### config.mk
export PLATFORM = sky130hd
export DESIGN_NAME = st_ready_gen
export DESIGN_NICKNAME = d
export VERILOG_FILES = /design/src/rtl/st_chk_pkg.sv /design/src/rtl/st_sink_checker_ready_gen.sv
export SDC_FILE = /design/constraint.sdc
export NUM_CORES = 1
export LEC_CHECK = 0
export ABC_CLOCK_PERIOD_IN_PS = 1830
export CAP_MARGIN = 20
export CORE_UTILIZATION = 48
export DETAILED_ROUTE_END_ITERATION = 10
export PLACE_DENSITY = 0.73
export SYNTH_ARGS = -nofsm -noshare
export SYNTH_HDL_FRONTEND = slang
export SYNTH_SLANG_ARGS = --single-unit
### constraint.sdc
create_clock -name clk -period 1.83 [get_ports clk]
set_clock_uncertainty 0.2 [all_clocks]
set_input_delay 0.549 -clock clk [delete_from_list [all_inputs] [get_ports clk]]
set_output_delay 0.549 -clock clk [all_outputs]
set_load 0.01 [all_outputs]
### src/rtl/st_chk_pkg.sv
// Shared types and constants for the streaming sink checker.
package st_chk_pkg;

    typedef enum logic [1:0] {
        BP_ALWAYS   = 2'd0,
        BP_PERIODIC = 2'd1,
        BP_RANDOM   = 2'd2,
        BP_STALL    = 2'd3
    } bp_mode_e;

    localparam logic [15:0] LFSR_SEED = 16'hACE1;

    // Taps 16,14,13,11 of a right-shifting Fibonacci register land on bits 0,2,3,5.
    localparam logic [15:0] LFSR_TAPS = 16'h002D;

    function automatic int unsigned num_words(input int unsigned dw, input int unsigned ww);
        return dw / ww;
    endfunction

    function automatic logic [15:0] lfsr_next(input logic [15:0] s);
        return {^(s & LFSR_TAPS), s[15:1]};
    endfunction

endpackage

### src/rtl/st_sink_checker_ready_gen.sv
// Backpressure pattern generator: mode mux, throttle counter, LFSR, registered ready.
module st_ready_gen
    import st_chk_pkg::*;
#(
    parameter int unsigned THR_WIDTH = 8
) (
    input  logic                 clk,
    input  logic                 rst_n,
    input  logic                 enable,
    input  logic [1:0]           mode,
    input  logic [THR_WIDTH-1:0] throttle_period,
    output logic                 ready
);

    bp_mode_e             mode_e;
    logic [THR_WIDTH-1:0] thr_cnt;
    logic [THR_WIDTH-1:0] thr_cnt_nxt;
    logic [15:0]          lfsr;
    logic                 ready_nxt;

    assign mode_e = bp_mode_e'(mode);

    // Next ready value and throttle count for the selected mode.
    always_comb begin
        ready_nxt   = 1'b0;
        thr_cnt_nxt = '0;
        case (mode_e)
            BP_ALWAYS: begin
                ready_nxt = enable;
            end
            BP_PERIODIC: begin
                ready_nxt   = enable && (thr_cnt == '0);
                thr_cnt_nxt = (thr_cnt >= throttle_period) ? '0 : thr_cnt + THR_WIDTH'(1);
            end
            BP_RANDOM: begin
                ready_nxt = enable && lfsr[0];
            end
            default: begin
                ready_nxt = 1'b0;
            end
        endcase
    end

    // Ready, throttle counter and free-running LFSR registers.
    always_ff @(posedge clk or negedge rst_n) begin
        if (!rst_n) begin
            ready   <= 1'b0;
            thr_cnt <= '0;
            lfsr    <= LFSR_SEED;
        end else begin
            ready   <= ready_nxt;
            thr_cnt <= thr_cnt_nxt;
            lfsr    <= lfsr_next(lfsr);
        end
    end

endmodule

### Word-level counts from Yosys, hierarchy flattened

Index checks and enable logic that the tools add are counted.

* add/sub/neg operators: 1
* magnitude comparators: 1
* equal/unequal tests: 2
* muxes and demuxes: 3
* reductions and logical operators: 5

Operators with widths (count)
* $mux 8: 2
* $reduce_xor 16->1: 1
* $add 8x1->8 const B: 1
* $ge 8x8->1: 1
* $logic_not 8->1: 1
* $pmux 1 s3: 1
* $eq 2x1->1 const B: 1
* $eq 2x2->1 const B: 1
* $logic_and 1x1->1: 2
* $logic_not 2->1: 1

* register bits: 25
* input bits: 13

### Depth between registers and ports, before layout

* depth in word-level cells: 3
* depth in mapped cells: 7
* mapped depth without buffers: 6

### Least setup slack after synthesis

Ideal clock, no wire load.

* path type: input to register
* start: input port throttle_period[2]
* end: register thr_cnt[5]
* arrival time: 1582 ps
* slack: -30 ps
* cell stages on the path: 6
* path buffers: 0
* cells stage by stage: inv_1 ha_1 a211o_1 a31oi_1 o21bai_2 a21oi_1

* word-level cells in the longest chain between the ends: 3

Ends and longest elaborated chain
* from (decl): line st_sink_checker_ready_gen.sv:11 `input logic [THR_WIDTH-1:0] throttle_period,`
* $ge 8x8->1: line st_sink_checker_ready_gen.sv:33 `thr_cnt_nxt = (thr_cnt >= throttle_period) ? '0 : thr_cnt + THR_WIDTH'(1);`
* $mux 8: line st_sink_checker_ready_gen.sv:33
* $mux 8: line st_sink_checker_ready_gen.sv:27 `case (mode_e)`
* named net thr_cnt_nxt[5]: line st_sink_checker_ready_gen.sv:17 `logic [THR_WIDTH-1:0] thr_cnt_nxt;`
* to (signal assigned): line st_sink_checker_ready_gen.sv:52 `thr_cnt <= thr_cnt_nxt;`
* to (decl): line st_sink_checker_ready_gen.sv:16 `logic [THR_WIDTH-1:0] thr_cnt;`

The timed path passes the listed nets, and every way through them passes these cells.

### Worst setup path in the final report

* start: input port throttle_period[5]
* end: register thr_cnt[1]

Same word-level chain as after synthesis.

==> flow_metrics.py <==
metrics = {
    "floorplan": {
        "initial_core_util_pct": 51.6,
        "io_pins": 14,
        "die_h_um": 51.2,
        "dieArea_um2": 2620,
        "placementRows": 17,
        "die_w_um": 51.2,
        "core_um2": 2250,
    },
    "global_routing": {
        "grt_max_degree": 26,
        "grt_use_total_pct": 18.8,
        "grt_pass1_vias": 804,
        "antenna_found_initial": 0,
        "overflow": 0,
        "grt_pass1_wl_um": 3490,
    },
    "detailed_routing": {
        "drc_errors": 0,
        "antenna_left": 0,
        "dr.pass1.iters": 4,
        "vias": 801,
        "wl_per_cell_um": 14.7,
        "avgViaCountPerCell": 5.27,
        "wl_um": 2240,
        "drt-initial-drc-count": 9,
    },
    "critical_path": {
        "critPathSlowestCell": "clkdlybuf4s50_1",
        "worstSetupPathType": "input port to flop",
        "crit_path_start_kind": "input port",
        "cpLargestDelayFamily": "buffers and inverters",
        "required_ns": 1.88,
        "r2r_start": "thr_cnt[2]$_DFF_PN0_",
        "cp-startpoint": "throttle_period[5]",
        "r2r_setup_slack_ns": 0.09,
        "critical_path.cell_chain": "clkdlybuf4s50_1 > inv_1 > ha_2 > nand3_1 > and4b_2 > buf_6 > nand2_2 > a21oi_4",
        "crit_path_end_kind": "flop",
        "slowest_delay_ns": 0.46,
        "critPathMaxFanout": 5,
        "cp_data_arrival_time_ns": 1.87,
        "cp_num_buf_inv": 3,
    },
    "clock_tree": {
        "clockBufferDepth": 2,
        "clock-sinks": 25,
        "insertion_delay_ns": 0.31,
        "root_buffer": "clkbuf_4",
        "clk_pin_slew_worst_paths_ns": 0.11,
        "cts_tree": "done",
        "cts_buffers": 3,
        "cts_max_level": 1,
    },
    "final_layout": {
        "regArea_um2": 636,
        "drive_gt1_share_pct": 37.9,
        "post-route-util_pct": 68.6,
        "multi_input_area_um2": 602,
        "num_antenna_cells": 0,
        "nNetsFinal": 152,
        "fill_cells": 173,
        "area_growth_syn_to_layout_pct": 33.2,
    },
    "sta": {
        "rsz0062_at_grt": "true",
        "worstMarginPinSlew_ns": 0.314,
        "setup_viol": 0,
        "layout_min_cycle_time_ns": 1.83,
        "slew_viol_final": 0,
        "fin_hold_ws_ns": 0.161,
        "achievable-frequency_mhz": 547,
        "period_share_pct": 99.8,
        "hold_violations": 0,
        "slew_headroom_pct": 78.9,
    },
    "yosys": {
        "syn_nets": 127,
        "syn_avg_cell_area_um2": 11.6,
        "ys_types": 27,
        "synth-main-ff-cell": "dfrtp_1",
        "synth_edf_count": 0,
        "yosysTopAreaCellShare_pct": 36.6,
        "ys_seq_elements": 25,
        "synth_cells": 100,
        "yosys_warnings": 0,
        "postSynth.asyncResetShare_pct": 100,
        "ys_seq_area_share_pct": 54.7,
        "synthesis.area_um2": 1160,
        "synth_top_area_cell": "dfrtp_1",
        "synth_area_leaders": "dfrtp_1 (37%), dfstp_2 (18%), ha_1 (15%), a21oi_1 (3.9%), inv_1 (3.6%)",
    },
    "place": {
        "io_buffers": 13,
        "globalplace.congestion": 0.795,
        "hpwlAfterDp_um": 1390,
    },
    "run_status": {
        "status": "finished clean",
    },
    "job": {
        "max_cap_violations": 0,
    },
    "pwr": {
        "p_leak_nw": 0.722,
        "power_density_nw_per_um2": 586,
        "ir_drop_v": 0.000483,
    },
    "worst_hold_path": {
        "hp-class": "flop to flop",
        "hp-start": "lfsr[9]$_DFF_PN0_",
    },
}
## worst paths after layout
| check | end | cells after the start |
|---|---|---|
| min in group asynchronous | lfsr[2]$_DFF_PN0_ | 2 |
| min reg2reg | lfsr[8]$_DFF_PN0_ | 0 |
| max reg2reg | thr_cnt[6]$_DFF_PN0_ | 6 |
| min | lfsr[8]$_DFF_PN0_ | 0 |
| max | thr_cnt[1]$_DFF_PN0_ | 8 |
| max in group asynchronous | lfsr[13]$_DFF_PN1_ | 2 |
## synthesized netlist by cell type (2+ instances only)
master,count
nand2_1,9
xor2_1,2
xnor2_1,4
nor4_1,2
dfrtp_1,17
o21a_1,2
dfstp_2,8
o21ai_0,3
a21oi_1,9
nor3_1,2
ha_1,14
nand3_1,3
inv_1,11
## cells by family after synthesis
logic type	share of synthesized area (%)
fa+ha+maj	15.1
compound gates	10.7
simple gates	10.9
xor+xnor	4.52
buf+inv	4.20
flops	54.7
## metrics by stage
stage          std cells  total power [mW]  cell area, µm²  setup TNS (ns)  worst slack, ns
2_1_floorplan        100             0.606            1160               0           0.0132
3_3_place_gp         147             0.663            1390           -4.50           -0.545
3_5_place_dp         147             0.666            1390           -4.91           -0.582
4_1_cts              152             0.912            1500               0          0.00209
5_1_grt              152             0.956            1550          -0.116          -0.0384
6_report             152             0.907            1550               0          0.00285
## final cells by class
class | instances | area share, %
clock buffers | 4 | 1.70
inverters | 11 | 2.67
multi-input cells | 62 | 38.9
flip-flops and latches | 25 | 41.1
well taps | 28 | 2.26
repair buffers | 22 | 13.4
## where the power goes
group	internal (mW)	switching, mW	leakage, nW	total (mW)
registers	0.557	0.00259	0.318	0.559
logic	0.0612	0.0565	0.388	0.118
clock network	0.0852	0.145	0.0150	0.230
## registers in the layout (all words and copies together), names as in the netlist
| signal | cells |
|---|---|
| lfsr | 16 |
| thr_cnt | 8 |
| ready | 1 |
## worst reg2reg max path: stages, from the launching register on
cell	delay, ns
dfrtp_1	0.44
ha_4	0.26
a211o_1	0.29
a31oi_4	0.15
o21bai_2	0.07
buf_6	0.16
a21oi_2	0.13
## metal layers
layer  vias up  part of all wire (%)  track usage (%)
met4         0                  0.54             6.76
met5         -                     0                0
met3         2                   4.4             6.55
met2        16                    49             29.4
li1        387                     -                -
met1       396                    46             24.1
## repair_timing
action | 4_1_cts | 5_1_grt
hold buffers | 0 | 0
buffers inserted | 1 | 0
resized for setup | 26 | 12
setup endpoints to repair | 10 | 8
pin swaps | 9 | 5
## layout by cell type (no fill, tap or decap), drive strengths merged, types with 2 or more instances in the layout
cell type and n:
xor2 2, dlygate4sd2 8, nor4 2, a21oi 9
nand3 4, xnor2 4, o21ai 4, ha 14
dfstp 8, dfrtp 17, clkbuf 4, inv 11
nand2 9, nor3 2, clkdlybuf4s50 5, o21a 2
buf 9
Power figures use the tool's default switching activity.
